===== src/rtl/pipe_skid_reg_if.sv =====
`timescale 1ns/1ps
`default_nettype none
// ============================================================================
// Module   : pipe_skid_reg_if
// Brief    : Handshake bundle for one pipeline stage register. Carries the
//            upstream valid/ready/ctrl/data, the downstream valid/ready/
//            ctrl/data, the synchronous flush request and the occupancy.
// Revision : 1.0 - initial release
// ============================================================================
interface pipe_skid_reg_if #(
  parameter int CTRL_W = 3,
  parameter int DATA_W = 68
);
  logic              flush;
  logic              in_valid;
  logic              in_ready;
  logic [CTRL_W-1:0] in_ctrl;
  logic [DATA_W-1:0] in_data;
  logic              out_valid;
  logic              out_ready;
  logic [CTRL_W-1:0] out_ctrl;
  logic [DATA_W-1:0] out_data;
  logic [1:0]        count;

  // Environment side: produces upstream entries and downstream ready.
  modport master (
    output flush, in_valid, in_ctrl, in_data, out_ready,
    input  in_ready, out_valid, out_ctrl, out_data, count
  );

  // Stage side: the register itself.
  modport slave (
    input  flush, in_valid, in_ctrl, in_data, out_ready,
    output in_ready, out_valid, out_ctrl, out_data, count
  );
endinterface
`default_nettype wire


===== src/rtl/pipe_skid_reg.sv =====
`timescale 1ns/1ps
`default_nettype none
// ============================================================================
// Module   : pipe_skid_reg
// Brief    : Pipeline stage register with valid/ready handshake. SKID=1 adds
//            a second (skid) entry so in_ready comes straight from a flop;
//            SKID=0 is a single register with combinational in_ready.
//            Control bits are zeroed on reset, flush and bubbles; data bits
//            are left untouched by flush.
// Revision : 1.0 - initial release
// ============================================================================
module pipe_skid_reg #(
  parameter int CTRL_W = 3,
  parameter int DATA_W = 68,
  parameter bit SKID   = 1'b1
) (
  input wire             clk,
  input wire             rst,
  pipe_skid_reg_if.slave bus
);

  typedef enum logic [1:0] {
    S_EMPTY = 2'd0,
    S_ONE   = 2'd1,
    S_FULL  = 2'd2
  } state_t;

  // Head entry: always the one presented downstream.
  logic              r_main_valid;
  logic [CTRL_W-1:0] r_main_ctrl;
  logic [DATA_W-1:0] r_main_data;

  logic              w_in_ready;
  logic [1:0]        w_count;
  logic              w_accept;
  logic              w_take;

  assign w_accept = bus.in_valid & w_in_ready;
  assign w_take   = r_main_valid & bus.out_ready;

  generate
    if (SKID) begin : g_skid
      state_t            r_state;
      logic              r_skid_valid;
      logic [CTRL_W-1:0] r_skid_ctrl;
      logic [DATA_W-1:0] r_skid_data;
      logic              r_in_ready;
      logic [1:0]        r_count;

      // EMPTY/ONE/FULL controller; in_ready and count are registered so no
      // combinational path exists from out_ready back to in_ready.
      always_ff @(posedge clk or posedge rst) begin
        if (rst) begin
          r_state      <= S_EMPTY;
          r_main_valid <= 1'b0;
          r_main_ctrl  <= '0;
          r_main_data  <= '0;
          r_skid_valid <= 1'b0;
          r_skid_ctrl  <= '0;
          r_skid_data  <= '0;
          r_in_ready   <= 1'b1;
          r_count      <= 2'd0;
        end else if (bus.flush) begin
          // Flush wins over any accept or take in the same cycle.
          r_state      <= S_EMPTY;
          r_main_valid <= 1'b0;
          r_main_ctrl  <= '0;
          r_skid_valid <= 1'b0;
          r_skid_ctrl  <= '0;
          r_in_ready   <= 1'b1;
          r_count      <= 2'd0;
        end else begin
          case (r_state)
            S_EMPTY: begin
              if (w_accept) begin
                r_main_valid <= 1'b1;
                r_main_ctrl  <= bus.in_ctrl;
                r_main_data  <= bus.in_data;
                r_count      <= 2'd1;
                r_state      <= S_ONE;
              end
            end
            S_ONE: begin
              if (w_accept && w_take) begin
                r_main_ctrl <= bus.in_ctrl;
                r_main_data <= bus.in_data;
              end else if (w_accept) begin
                // Downstream stalled: park the new entry behind the head.
                r_skid_valid <= 1'b1;
                r_skid_ctrl  <= bus.in_ctrl;
                r_skid_data  <= bus.in_data;
                r_in_ready   <= 1'b0;
                r_count      <= 2'd2;
                r_state      <= S_FULL;
              end else if (w_take) begin
                r_main_valid <= 1'b0;
                r_main_ctrl  <= '0;
                r_count      <= 2'd0;
                r_state      <= S_EMPTY;
              end
            end
            S_FULL: begin
              if (w_take) begin
                r_main_ctrl  <= r_skid_ctrl;
                r_main_data  <= r_skid_data;
                r_skid_valid <= 1'b0;
                r_skid_ctrl  <= '0;
                r_in_ready   <= 1'b1;
                r_count      <= 2'd1;
                r_state      <= S_ONE;
              end
            end
            default: begin
              r_state      <= S_EMPTY;
              r_main_valid <= 1'b0;
              r_main_ctrl  <= '0;
              r_skid_valid <= 1'b0;
              r_skid_ctrl  <= '0;
              r_in_ready   <= 1'b1;
              r_count      <= 2'd0;
            end
          endcase
        end
      end

      assign w_in_ready = r_in_ready;
      assign w_count    = r_count;
    end else begin : g_noskid
      // Single register: reload on accept, go empty on an unreplaced take.
      always_ff @(posedge clk or posedge rst) begin
        if (rst) begin
          r_main_valid <= 1'b0;
          r_main_ctrl  <= '0;
          r_main_data  <= '0;
        end else if (bus.flush) begin
          r_main_valid <= 1'b0;
          r_main_ctrl  <= '0;
        end else if (w_accept) begin
          r_main_valid <= 1'b1;
          r_main_ctrl  <= bus.in_ctrl;
          r_main_data  <= bus.in_data;
        end else if (w_take) begin
          r_main_valid <= 1'b0;
          r_main_ctrl  <= '0;
        end
      end

      // Ready when empty or when the head leaves this same cycle.
      assign w_in_ready = ~r_main_valid | bus.out_ready;
      assign w_count    = {1'b0, r_main_valid};
    end
  endgenerate

  assign bus.in_ready  = w_in_ready;
  assign bus.count     = w_count;
  assign bus.out_valid = r_main_valid;
  // Bubble gating: control bits can never leak out with an invalid entry.
  assign bus.out_ctrl  = r_main_ctrl & {CTRL_W{r_main_valid}};
  assign bus.out_data  = r_main_data;

endmodule
`default_nettype wire


===== src/flat_wrapper.sv =====
// flat-port wrapper written by rule: the top's interface ports become plain ports
module pipe_skid_reg_flat 
#(
  parameter int CTRL_W = 3,
  parameter int DATA_W = 68,
  parameter bit SKID   = 1'b1
)
  (clk, rst, bus_flush, bus_in_valid, bus_in_ctrl, bus_in_data, bus_out_ready, bus_in_ready, bus_out_valid, bus_out_ctrl, bus_out_data, bus_count);
  pipe_skid_reg_if #(.CTRL_W(CTRL_W), .DATA_W(DATA_W)) bus_i ();
  input wire clk;
  input wire rst;
  input wire logic [$bits(bus_i.flush)-1:0] bus_flush;
  input wire logic [$bits(bus_i.in_valid)-1:0] bus_in_valid;
  input wire logic [$bits(bus_i.in_ctrl)-1:0] bus_in_ctrl;
  input wire logic [$bits(bus_i.in_data)-1:0] bus_in_data;
  input wire logic [$bits(bus_i.out_ready)-1:0] bus_out_ready;
  output wire logic [$bits(bus_i.in_ready)-1:0] bus_in_ready;
  output wire logic [$bits(bus_i.out_valid)-1:0] bus_out_valid;
  output wire logic [$bits(bus_i.out_ctrl)-1:0] bus_out_ctrl;
  output wire logic [$bits(bus_i.out_data)-1:0] bus_out_data;
  output wire logic [$bits(bus_i.count)-1:0] bus_count;
  assign bus_i.flush = bus_flush;
  assign bus_i.in_valid = bus_in_valid;
  assign bus_i.in_ctrl = bus_in_ctrl;
  assign bus_i.in_data = bus_in_data;
  assign bus_i.out_ready = bus_out_ready;
  assign bus_in_ready = bus_i.in_ready;
  assign bus_out_valid = bus_i.out_valid;
  assign bus_out_ctrl = bus_i.out_ctrl;
  assign bus_out_data = bus_i.out_data;
  assign bus_count = bus_i.count;
  pipe_skid_reg #(.CTRL_W(CTRL_W), .DATA_W(DATA_W), .SKID(SKID)) u_core (.clk(clk), .rst(rst), .bus(bus_i));
endmodule

===== config.mk =====
export PLATFORM = sky130hd
export DESIGN_NAME = pipe_skid_reg_flat
export DESIGN_NICKNAME = d
export VERILOG_FILES = /design/src/rtl/pipe_skid_reg_if.sv /design/src/rtl/pipe_skid_reg.sv /design/src/flat_wrapper.sv
export SDC_FILE = /design/constraint.sdc
export NUM_CORES = 1
export LEC_CHECK = 0
export CAP_MARGIN = 20
export CORE_MARGIN = 5
export CORE_UTILIZATION = 25
export DETAILED_ROUTE_END_ITERATION = 7
export HOLD_SLACK_MARGIN = 0.06
export PLACE_DENSITY = 0.51
export SYNTH_ARGS = -nofsm -noshare
export SYNTH_HDL_FRONTEND = slang
export SYNTH_SLANG_ARGS = --single-unit

===== constraint.sdc =====
create_clock -name clk -period 6.6 [get_ports clk]
set_input_delay 0.99 -clock clk [delete_from_list [all_inputs] [get_ports clk]]
set_output_delay 0.99 -clock clk [all_outputs]
set_load 0.02 [all_outputs]

==> summary.txt <==
Status
  • Status: finished, final reports clean

Synth
  • Post-synthesis xor/xnor area fraction: 0
  • Register area share after synthesis: 0.550
  • Largest family of logic cells by synthesized area: multiplexers
  • Asr flop ratio synth: 1.00
  • Synth Flop Type: dfrtp_1
  • Syn Std Cell Area: approximately 0.0066 mm^2
  • Mean area per synthesized cell: 13.1 um^2
  • Synth Area in Compound Gates: 0.124
  • Netlist cell types: 35
  • Seq cells post-synth: roughly 150
  • Yosys Warn Count: 0
  • Syn Inst Count: 507
  • Synth Area in Simple Gates: 0.0232
  • Mux contribution to synthesized area: 0.261
  • Net count after synthesis: approximately 600
  • Adder-cell share of the synthesized area: 0
  • Post-synth EDFFs: 0

CTS
  • Post-CTS Resized: 0
  • Htree depth: 4
  • Reg clk slew, reported paths: approximately 60 ps
  • Worst skew pair latency: 410 ps
  • Hold buffer count at CTS: 0
  • CTS tree: yes
  • Root buf cell: clkbuf_16
  • Clock sinks: approximately 150
  • Total CTS buffers: 17
  • # Post-CTS Setup Buffers: 0
  • Max clock buf depth: 2

Critical path
  • Reg2Reg Depth: 5
  • Worst reg2reg path startpoint: u_core.bus.count[1]
  • Worst setup SP type: input pin
  • WP data arrival: 3720 ps
  • Crit. End Element: flip-flop
  • Crit path max fanout: 69
  • Critical Path RT: 6850 ps
  • R2r endpoint: u_core.bus.out_data[38]
  • R2r setup slk: 3410 ps
  • WS Path Type: in -> reg

Drt
  • Post-route DRC: 0
  • Drt total wl: about 17000 um
  • DR vias/cell: between 4 and 5
  • WL per Instance: ~18 um
  • DR iter-0 viols: a little under 200
  • Remaining antenna violation count: 0
  • Vias: roughly 4600
  • DRT Pass-1 Iters: 4

Placed design
  • Gpl congestion: between 0.7 and 0.8
  • Cell Area, Placed: approximately 0.0084 mm^2
  • DP Wirelength: about 11000 um
  • I/O Buffers: 150

Hold path
  • Hold_sp: u_core.r_main_ctrl[0]
  • Worst hold path type: reg -> reg
  • WHS Path Cells: 1
  • Hold EP: u_core.r_main_ctrl[0]

Pwr
  • Internal power: 2.58 mW
  • Comb power frac: 0.347
  • Power Dens Cells: between 400 and 500 mW/mm^2
  • Worst VDD drop: between 200 and 250 uV
  • Switching power total: between 1 and 1.5 mW
  • Clk network pwr share: 0.252
  • Leakage power: approximately 3.7 nW
  • Sw frac: 0.321
  • Flop pwr share: 0.401

Timing
  • Worst slew margin: 0.392
  • Final worst-path cycle share: 0.526
  • Slew Viols, Final: 0
  • Fin Setup TNS: 0 ps
  • RSZ-0062 raised after global routing: no
  • Clk_skew: around 11 ps
  • Highest clock rate: about 290 MHz
  • Final Hold Viols: 0
  • Minimum clock period: approximately 3500 ps
  • Final setup vio count: 0
  • Worst-Margin Slew: just over 900 ps

Floorplanning
  • # rows: ~60
  • Die W: ~170 um
  • Core Area: around 0.026 mm^2
  • Num ports: around 150
  • Initial core utilization: 0.254
  • Chip height: 173 um
  • Die area: 0.0299 mm^2

Global route
  • Grt ovf: 0
  • Largest net degree at the start of global routing: approximately 80
  • First-pass GRT wire length: between 20000 and 30000 um
  • Vias in the first global route: ~5100
  • GRT Overall Usage: 0.116
  • Initial antenna violation count: 0

Layout
  • Fin nets: slightly above 700
  • Share of cells above drive strength 1: 0.184
  • Design Area, Final: ~0.009 mm^2
  • Area of the multi-input gates: about 0.0027 mm^2
  • Antenna cells: 0
  • P&R area growth vs syn: 34.8%
  • Register area: between 0.003 and 0.004 mm^2
  • Number of fillers in the final layout: between 2000 and 3000

Flow run
  • Max_cap viols: 0
-- power by group through the flow --
stage	Combinational (mW)	Clock, mW	Sequential, mW
5_1_grt	1.42	1.03	1.57
3_3_place_gp	1.31	0	1.52
4_1_cts	1.34	0.995	1.53
2_1_floorplan	0.573	0	1.69
6_report	1.32	0.958	1.52
3_5_place_dp	1.33	0	1.53
-- worst max-delay path by stage --
| stage | endpoint | cells past startpoint | slack [ps] | startpoint |
|---|---|---|---|---|
| after global routing | u_core.bus.out_data[5] | 7 | 2960 | bus_out_ready |
| after CTS | u_core.bus.out_data[38] | 7 | 3160 | bus_out_ready |
| after floorplan | u_core.bus.count[0] | 1 | 1690 | rst |
| after global placement | u_core.bus.out_data[14] | 7 | 2780 | bus_out_ready |
| after detailed placement | u_core.bus.out_data[38] | 7 | 2710 | bus_out_ready |
| final | u_core.bus.out_data[38] | 7 | 3130 | bus_out_ready |
-- layout by cell type (no fill, tap or decap), types with 2 or more instances in the layout --
master	synthesis	final
mux2_2	12	12
nor2_1	4	3
nand3_1	3	3
o21bai_1	3	3
clkbuf_16	0	17
clkinv_4	0	2
buf_4	2	7
and2_1	4	4
inv_6	0	2
mux2i_1	71	71
dfrtp_1	145	145
clkdlybuf4s50_1	0	149
o21ai_0	137	137
a21oi_1	3	3
mux2_4	59	59
clkinvlp_4	0	4
clkinv_2	0	4
nand2_1	2	2
o2bb2ai_1	3	3
a22o_1	3	3
bufinv_16	0	2
nand2_2	2	2
-- critical path, cell delays in order --
cell and delay, ps:
clkdlybuf4s50_1 490, and4_1 290, a211oi_4 230, buf_4 600, or2_2 280, buf_4 550
o21ai_0 240
-- cell families (layout without fill, tap and decap cells) --
logic type	after synthesis	in the layout
multiplexers	142	142
AND/OR/NAND/NOR	25	25
AO/OA/AOI/OAI	153	153
buffers and inverters	41	192
flip-flops	146	146
-- layout make-up --
| type | instances | area share |
|---|---|---|
| clock buffers | 19 | 0.0495 |
| clock inverters | 13 | 0.0152 |
| inverters | 2 | 0.00140 |
| well taps | 335 | 0.0468 |
| repair buffers | 158 | 0.175 |
| flip-flops and latches | 146 | 0.408 |
| multi-input cells | 320 | 0.304 |
-- metal layers --
layer	vias up	part of all wire	global-route usage
li1	2114	-	-
met1	2334	0.46	0.148
met2	106	0.49	0.199
met3	7	0.040	0.0295
met4	0	0.0076	0.0293
met5	-	0	0
-- flip-flops by register name (all words and copies together), names as in the netlist --
| name | flops |
|---|---|
| u_core.bus.out_data | 68 |
| u_core.g_skid.r_skid_data | 68 |
| u_core.g_skid.r_skid_ctrl | 3 |
| u_core.r_main_ctrl | 3 |
| u_core.bus.count | 2 |
| u_core.bus.in_ready | 1 |
| u_core.bus.out_valid | 1 |
-- stage by stage --
step	total power, mW	std cells	setup slack, ps	hold slack [ps]	util
final	3.80	993	3130	502	0.343
after detailed placement	2.86	960	2710	493	0.320
after floorplan	2.27	507	1690	466	-
after global routing	4.02	993	2960	520	0.343
after CTS	3.86	992	3160	508	0.342
after global placement	2.83	960	2780	488	0.320
-- synth_stat cells (all sizes together), types with 2 or more instances --
| library cell | number | area (um^2) |
|---|---|---|
| dfrtp | 145 | 3630 |
| o21ai | 137 | 686 |
| mux2 | 71 | 1020 |
| mux2i | 71 | 711 |
| clkbuf | 21 | 82.6 |
| buf | 18 | 191 |
| and2 | 4 | 25.0 |
| nand2 | 4 | 20.0 |
| nor2 | 4 | 15.0 |
| a21oi | 3 | 15.0 |
| a22o | 3 | 26.3 |
| nand3 | 3 | 15.0 |
| o21bai | 3 | 22.5 |
| o2bb2ai | 3 | 26.3 |
| inv | 2 | 7.51 |
| nor4 | 2 | 12.5 |
| or2 | 2 | 12.5 |
(Power assumes the default switching activity.)
